[src/rtl/level_flow_pkg.sv]
`default_nettype none
// ============================================================================
// Module      : level_flow_pkg
// Description : Shared types and constants for the level flow controller:
//               FSM state encoding, datapath widths and the per-level pig
//               budget table.
// Revision    : 1.0 - initial release
// ============================================================================
package level_flow_pkg;

    typedef enum logic [2:0] {
        IDLE_ST      = 3'd0,
        BLANK_ST     = 3'd1,
        PLAY_ST      = 3'd2,
        GAME_OVER_ST = 3'd3,
        WIN_ST       = 3'd4
    } state_t;

    localparam int LEVEL_W = 2;
    localparam int PIGS_W  = 4;
    localparam int BIRDS_W = 3;
    localparam int FRAME_W = 8;

    // Entry [i] is the pig count loaded for level i.
    localparam logic [3:0][PIGS_W-1:0] PIGS_PER_LEVEL = {4'd6, 4'd5, 4'd4, 4'd3};

    function automatic logic [PIGS_W-1:0] pigs_for_level(input logic [LEVEL_W-1:0] lvl);
        return PIGS_PER_LEVEL[lvl];
    endfunction

endpackage
`default_nettype wire

[src/rtl/level_flow_ctrl_frame_blank_timer.sv]
`default_nettype none
// ============================================================================
// Module      : frame_blank_timer
// Description : Counts startOfFrame pulses while enabled. done is a
//               combinational flag raised on the pulse that completes
//               BLANK_FRAMES frames, so the controller can leave blanking on
//               that same edge.
// Ports       : clk, resetN (async, active-low)
//               clear        - zero the frame count (level load)
//               enable       - count only while high (blanking state)
//               startOfFrame - one-cycle frame pulse
//               done         - final counted frame is being sampled
// Revision    : 1.0 - initial release
// ============================================================================
module frame_blank_timer
    import level_flow_pkg::*;
#(
    parameter int unsigned BLANK_FRAMES = 60
) (
    input  logic clk,
    input  logic resetN,
    input  logic clear,
    input  logic enable,
    input  logic startOfFrame,
    output logic done
);

    localparam logic [FRAME_W-1:0] LAST_COUNT = FRAME_W'(BLANK_FRAMES - 1);

    logic [FRAME_W-1:0] count_q;
    logic [FRAME_W-1:0] count_d;

    assign done = enable && startOfFrame && (count_q == LAST_COUNT);

    // The count holds at LAST_COUNT once done fires; it never wraps and is
    // only zeroed by the next level load.
    always_comb begin
        count_d = count_q;
        if (clear) begin
            count_d = '0;
        end else if (enable && startOfFrame && !done) begin
            count_d = count_q + FRAME_W'(1);
        end
    end

    always_ff @(posedge clk or negedge resetN) begin
        if (!resetN) begin
            count_q <= '0;
        end else begin
            count_q <= count_d;
        end
    end

endmodule
`default_nettype wire

[src/rtl/level_flow_ctrl.sv]
`default_nettype none
// ============================================================================
// Module      : level_flow_ctrl
// Description : Game-flow controller. Owns the level index and the pig/bird
//               budgets, blanks gameplay for BLANK_FRAMES frames after every
//               level (re)start, and decides clear / loss / win.
// Ports       : clk, resetN (async, active-low)
//               startOfFrame - frame pulse
//               startKey     - start/restart request (debounced pulse)
//               pigKilled    - pig destroyed pulse
//               birdSettled  - bird finished flight pulse
//               levelChange  - one-cycle pulse at each level load
//               GAMEOVER     - held in game-over state
//               win          - held in win state
//               gameActive   - high during play
//               blankActive  - high during blanking
//               level        - 0-based level index
//               pigsLeft     - pigs remaining
//               birdsLeft    - birds remaining
// Revision    : 1.0 - initial release
// ============================================================================
module level_flow_ctrl
    import level_flow_pkg::*;
#(
    parameter int unsigned NUM_LEVELS      = 3,
    parameter int unsigned BIRDS_PER_LEVEL = 3,
    parameter int unsigned BLANK_FRAMES    = 60
) (
    input  logic               clk,
    input  logic               resetN,
    input  logic               startOfFrame,
    input  logic               startKey,
    input  logic               pigKilled,
    input  logic               birdSettled,
    output logic               levelChange,
    output logic               GAMEOVER,
    output logic               win,
    output logic               gameActive,
    output logic               blankActive,
    output logic [LEVEL_W-1:0] level,
    output logic [PIGS_W-1:0]  pigsLeft,
    output logic [BIRDS_W-1:0] birdsLeft
);

    localparam logic [LEVEL_W-1:0] LAST_LEVEL  = LEVEL_W'(NUM_LEVELS - 1);
    localparam logic [BIRDS_W-1:0] BIRDS_START = BIRDS_W'(BIRDS_PER_LEVEL);

    state_t               state_q,        state_d;
    logic [LEVEL_W-1:0]   level_q,        level_d;
    logic [PIGS_W-1:0]    pigs_left_q,    pigs_left_d;
    logic [BIRDS_W-1:0]   birds_left_q,   birds_left_d;
    logic                 level_change_q, level_change_d;
    logic                 gameover_q,     gameover_d;
    logic                 win_q,          win_d;
    logic                 game_active_q,  game_active_d;
    logic                 blank_active_q, blank_active_d;

    logic                 w_load;
    logic [LEVEL_W-1:0]   w_load_level;
    logic                 w_timer_done;

    frame_blank_timer #(
        .BLANK_FRAMES (BLANK_FRAMES)
    ) u_blank_timer (
        .clk          (clk),
        .resetN       (resetN),
        .clear        (w_load),
        .enable       (state_q == BLANK_ST),
        .startOfFrame (startOfFrame),
        .done         (w_timer_done)
    );

    always_comb begin
        state_d      = state_q;
        level_d      = level_q;
        pigs_left_d  = pigs_left_q;
        birds_left_d = birds_left_q;
        w_load       = 1'b0;
        w_load_level = '0;

        case (state_q)
            IDLE_ST: begin
                if (startKey) begin
                    w_load = 1'b1;
                end
            end

            BLANK_ST: begin
                if (w_timer_done) begin
                    state_d = PLAY_ST;
                end
            end

            PLAY_ST: begin
                if (pigKilled && (pigs_left_q != '0)) begin
                    pigs_left_d = pigs_left_q - PIGS_W'(1);
                end
                if (birdSettled && (birds_left_q != '0)) begin
                    birds_left_d = birds_left_q - BIRDS_W'(1);
                end
                // A clear takes priority over a loss in the same cycle; in
                // the win case the decremented counts remain on display.
                if (pigKilled && (pigs_left_q == PIGS_W'(1))) begin
                    if (level_q == LAST_LEVEL) begin
                        state_d = WIN_ST;
                    end else begin
                        w_load       = 1'b1;
                        w_load_level = level_q + LEVEL_W'(1);
                    end
                end else if (birdSettled && (birds_left_q == BIRDS_W'(1))) begin
                    state_d = GAME_OVER_ST;
                end
            end

            GAME_OVER_ST, WIN_ST: begin
                if (startKey) begin
                    w_load = 1'b1;
                end
            end

            default: begin
                state_d = IDLE_ST;
            end
        endcase

        if (w_load) begin
            state_d      = BLANK_ST;
            level_d      = w_load_level;
            pigs_left_d  = pigs_for_level(w_load_level);
            birds_left_d = BIRDS_START;
        end

        // Status flags are derived from the next state so they change on the
        // same edge as the state register.
        level_change_d = w_load;
        gameover_d     = (state_d == GAME_OVER_ST);
        win_d          = (state_d == WIN_ST);
        game_active_d  = (state_d == PLAY_ST);
        blank_active_d = (state_d == BLANK_ST);
    end

    always_ff @(posedge clk or negedge resetN) begin
        if (!resetN) begin
            state_q        <= IDLE_ST;
            level_q        <= '0;
            pigs_left_q    <= '0;
            birds_left_q   <= '0;
            level_change_q <= 1'b0;
            gameover_q     <= 1'b0;
            win_q          <= 1'b0;
            game_active_q  <= 1'b0;
            blank_active_q <= 1'b0;
        end else begin
            state_q        <= state_d;
            level_q        <= level_d;
            pigs_left_q    <= pigs_left_d;
            birds_left_q   <= birds_left_d;
            level_change_q <= level_change_d;
            gameover_q     <= gameover_d;
            win_q          <= win_d;
            game_active_q  <= game_active_d;
            blank_active_q <= blank_active_d;
        end
    end

    assign levelChange = level_change_q;
    assign GAMEOVER    = gameover_q;
    assign win         = win_q;
    assign gameActive  = game_active_q;
    assign blankActive = blank_active_q;
    assign level       = level_q;
    assign pigsLeft    = pigs_left_q;
    assign birdsLeft   = birds_left_q;

endmodule
`default_nettype wire

[config.mk]
export PLATFORM = sky130hd
export DESIGN_NAME = level_flow_ctrl
export DESIGN_NICKNAME = d
export VERILOG_FILES = /design/src/rtl/level_flow_pkg.sv /design/src/rtl/level_flow_ctrl_frame_blank_timer.sv /design/src/rtl/level_flow_ctrl.sv
export SDC_FILE = /design/constraint.sdc
export NUM_CORES = 1
export LEC_CHECK = 0
export CORE_ASPECT_RATIO = 0.75
export CORE_MARGIN = 2
export CORE_UTILIZATION = 48
export DETAILED_ROUTE_END_ITERATION = 7
export PLACE_DENSITY = 0.84
export SLEW_MARGIN = 25
export SYNTH_ARGS = -nofsm -noshare
export SYNTH_HDL_FRONTEND = slang
export SYNTH_HIERARCHICAL = 1
export SYNTH_SLANG_ARGS = --single-unit
[constraint.sdc]
create_clock -name clk -period 2.1 [get_ports clk]
set_input_delay 0.21 -clock clk [delete_from_list [all_inputs] [get_ports clk]]
set_output_delay 0.21 -clock clk [all_outputs]
set_load 0.02 [all_outputs]
After elaboration in Yosys (flattened, before gate mapping) --
Index checks and enable logic that the tools add are counted.
Operators by class: $add $sub $neg 4, $lt $le $gt $ge 1, equality and inequality tests 12, multiplexer cells 23, reductions and logical operators 18
Operators with widths (count):
- $mux 3 | 8
- $mux 4 | 4
- $mux 8 | 2
- $eq 3x2->1 const B | 4
- $eq 3x1->1 const B | 3
- $pmux 3 s3 | 1
- $add 8x1->8 const B | 1
- $bmux 4 s2 | 1
- $eq 8x6->1 const B | 1
- $reduce_bool 2->1 | 4
- $logic_and 1x1->1 | 7
- $eq 3x3->1 const B | 2
- $mux 2 | 3
- $eq 4x1->1 const B | 1
- $reduce_and 2->1 | 2
- $reduce_bool 4->1 | 1
- $sub 4x1->4 const B | 1
- $logic_not 3->1 | 1
- $lt 2x3->1 const B | 1
- $mux 1 | 3
- $reduce_bool 3->1 | 1
- $reduce_or 3->1 | 1
- $sub 3x1->3 const B | 1
- $add 2x1->2 const B | 1
- 3 further kinds | 3
Word-level totals: flip-flop bits (word level) 25, output and inout port bits 14, word-level logic and storage cells 68

Logic depth before layout (Yosys ltp) --
word-level depth 7, depth in mapped cells 10, depth with buffers taken out 8

Hierarchy --
Netlist, hierarchy kept.
By module, submodules not included:
- level_flow_ctrl | instances 1, cells an instance 91, area each 957.2 um^2, sequential area each 425.4 um^2
- frame_blank_timer | instances 1, cells an instance 47, area each 486.7 um^2, sequential area each 200.2 um^2

Worst setup path after synthesis --
No wires, ideal clock.
kind register -> register, from reg pigs_left_q[1], in the netlist pigsLeft[1], to reg u_blank_timer.count_q[0], arrival time 2181 ps, data required time 1975 ps, setup slack -206 ps, stages on the path, launching flop included 11, buffers on the path 2, period minus slack after synthesis 2306 ps, cells stage by stage dfrtp_1 inv_1 ha_1 nand4bb_4 o31a_1 or2_1 buf_6 inv_1 dlymetal6s2s_1 nor2_1 mux2_4
Between the ends: word-level cells in the longest chain between the ends 5, elaborated cells on any way between the ends 6, those cells by class eq/ne: 1; mux: 3; reduce/logical: 2
RTL lines:
- start, declared | RTL line level_flow_ctrl.sv:50 | logic [PIGS_W-1:0] pigs_left_q, pigs_left_d;
- start signal, assigned | RTL line level_flow_ctrl.sv:156 | pigs_left_q <= pigs_left_d;
- $eq 4x1->1 * | RTL line level_flow_ctrl.sv:103 | if (pigKilled && (pigs_left_q == PIGS_W'(1))) begin
- $logic_and 1x1->1 * | RTL line level_flow_ctrl.sv:103
- $mux 1 * | RTL line level_flow_ctrl.sv:103
- $pmux 1 s2 * | RTL line level_flow_ctrl.sv:81 | case (state_q)
- via level_change_d | RTL line level_flow_ctrl.sv:52 | logic level_change_q, level_change_d;
- $mux 8 / $reduce_bool 2->1 (equally long branches)
- end signal, assigned | RTL line level_flow_ctrl_frame_blank_timer.sv:50 | count_q <= count_d;
- end, declared | RTL line level_flow_ctrl_frame_blank_timer.sv:30 | logic [FRAME_W-1:0] count_q;
The timed path passes the listed nets; every way through them passes the cells marked *. A chain may end at the register's enable or synchronous reset.

Worst setup path in the final report --
Ends and elaborated chain as after synthesis.

==> qor.yml <==
clock_tree:
  cts_tree: "yes"
  cts.sinks: 25
  path_clk_slew_ns: 0.08
  post-cts-setup-buffer-count: 0
  h-tree-depth: 1
  hold_buffers: 0
  cts.path.max_buffers: 2
  numCtsBuffers: 3
  clk_latency_ns: 0.26
  root_buffer: "clkbuf_8"
timing:
  setup_viol: 0
  fmax_mhz: 516
  tns_ns: 0
  slew_headroom_pct: 75.0
  fin_skew_ns: 0.00386
  drv_slew: 0
  hold_ws_ns: 0.307
  finalCriticalPeriod_ns: 1.94
  rsz0062_at_grt: "false"
  worst_slew_pin_slew_ns: 0.371
  layout_worst_path_cycle_share_pct: 92.3
  hold_viol: 0
global_route:
  grt_max_degree: 26
  antenna_found_initial: 0
  grt.overflow.total: 0
  first_global_vias: 1064
  grt_pass1_wl_um: 4710
  track_usage_pct: 18.1
setup_path:
  path_max_fanout: 6
  arrival_ns: 2.09
  critPathKind: "flop to flop"
  timing.rr.end: "u_blank_timer/count_q[0]$_DFFE_PN0P_"
  timing.rr.start: "pigsLeft[1]$_DFFE_PN0P_"
  reg2reg_slack_ns: 0.16
  crit_start: "pigsLeft[1]$_DFFE_PN0P_"
  worst_r2r_path_depth: 8
  cp-start-kind: "flop"
  crit_path_end_kind: "flop"
  setup.worst_path.end: "u_blank_timer/count_q[0]$_DFFE_PN0P_"
  required_ns: 2.25
yosys:
  synth.avg_cell_area_sq_um: 10.5
  synth_area_leader_cell: "dfrtp_1"
  ys_seq_area_share_pct: 43.3
  synth_warnings: 6
  synth_edf_count: 0
  ys_ff_latch: 25
  synth_cell_type_count: 52
  syn_inst: 138
  synth_nets: 152
  synth_top_area_share_pct: 43.3
  syn_area_sq_um: 1440
  synth_area_leaders: "dfrtp_1 43%, ha_1 6.9%, nand2_1 2.9%"
  synthArstFlopShare_pct: 100
  ys.flop_type: "dfrtp_1"
  synthTopCellsByCount: "25 x dfrtp_1, 11 x nand2_1, 8 x ha_1, 7 x inv_1"
  yosysMostFrequentCell: "dfrtp_1"
power:
  p_leak_nw: 0.789
  p_per_area_nw_per_um2: 731
  irDropWorstVdd_uv: 390
  p_total_mw: 1.32
finish:
  diodes: 0
  final_cell_area_sq_um: 1800
  fin_nets: 183
  areaGrowthSynthToFinish_pct: 25.0
  fin_util_pct: 61.9
  drive_above_1_share_pct: 16.1
place:
  io_buffers: 19
  place_area_sq_um: 1750
  dp_hpwl_um: 2170
  place.gp.congestion: 0.861
floorplan:
  die_h_um: 51.5
  start_util_pct: 49.5
  coreArea_sq_um: 2910
  rows: 17
  ios: 20
  die_area_sq_um: 3470
  die_w_um: 67.3
job:
  drv_cap: 0
status:
  status: "complete, no violations"
detailed_routing:
  drt-pass1-iter-count: 4
  via_per_inst: 5.57
  drc_errors: 0
  wl_um: 2880
  wire_per_inst_um: 14.0
  num_vias: 1147
  antenna_left: 0
  drtIter0Drc: 35
worst_hold_path:
  hp-class: "input pin to async pin"
[state kept, by name (all words and copies together), names as in the netlist]
name	flops
pigsLeft	4
state_q	3
levelChange	1
birdsLeft	3
gameActive	1
GAMEOVER	1
win	1
blankActive	1
u_blank_timer/count_q	8
level	2
[layer usage]
layer	wire [um]	global-route usage, %	up-vias
met4	35	8.50	0
met3	133	3.25	7
li1	-	-	559
met5	0	0	-
met2	1300	29.5	32
met1	1410	23.3	549
[cells in the final DEF (no fill, tap or decap), types with 5 or more instances in the layout]
cell	synthesis	final
inv_1	7	5
nand2_1	11	11
clkdlybuf4s50_1	0	19
ha_1	8	7
nor2_1	5	5
a21oi_1	5	5
dfrtp_1	25	23
buf_4	0	12
[cell type report]
type / count / area, sq um
Inverter: 7 / 26.3
Multi-Input combinational cell: 101 / 777
Sequential cell: 25 / 628
Fill cell: 239 / 1110
Clock buffer: 4 / 45.0
Timing Repair Buffer: 31 / 280
Tap cell: 38 / 47.5
[cells by family after synthesis]
| logic type | count (synthesis) | synth area share [%] |
|---|---|---|
| flops | 25 | 43.3 |
| fa+ha+maj | 8 | 6.93 |
| simple gates | 60 | 27.1 |
| mux | 5 | 3.81 |
| xor+xnor | 4 | 2.43 |
| buf+inv | 12 | 4.33 |
| compound gates | 24 | 12.0 |
[critical path, stage by stage (launching register included)]
cell and delay, ns:
dfrtp_2 0.42, inv_2 0.09, ha_4 0.14, nand4bb_4 0.14, o31a_1 0.29, or2_1 0.24, inv_2 0.07, and2b_1 0.17
mux2_4 0.26
[worst min path at each step]
stage / start / endpoint / slack (ns) / depth (start not counted)
after global routing: resetN / u_blank_timer/count_q[7]$_DFFE_PN0P_ / 0.33 / 2
after global placement: birdsLeft[1]$_DFFE_PN0P_ / birdsLeft[1]$_DFFE_PN0P_ / 0.53 / 2
after detailed placement: birdsLeft[1]$_DFFE_PN0P_ / birdsLeft[1]$_DFFE_PN0P_ / 0.55 / 2
final: resetN / u_blank_timer/count_q[7]$_DFFE_PN0P_ / 0.31 / 2
after CTS: resetN / pigsLeft[3]$_DFFE_PN0P_ / 0.32 / 2
after floorplan: resetN / GAMEOVER$_DFF_PN0_ / -0.09 / 0
[where the power goes]
group          total [mW]  leakage, nW  switching, mW  internal (mW)
clock network       0.273       0.0228          0.138          0.135
registers           0.612        0.316         0.0677          0.544
logic               0.433        0.450          0.219          0.214
total                1.32        0.789          0.425          0.893
[stage by stage]
stage / setup WS (ns) / std cells
floorplan: -0.0190 / 138
global placement: 0.0760 / 202
detailed placement: 0.0463 / 202
CTS: 0.0677 / 206
global route: 0.0183 / 206
finish: 0.162 / 206
[timing repair]
action,in CTS,in global routing
endpoints found under the hold margin,0,0
setup endpoints to repair,0,2
resized for setup,0,1
No activity file was read; power rests on OpenSTA's default activity.
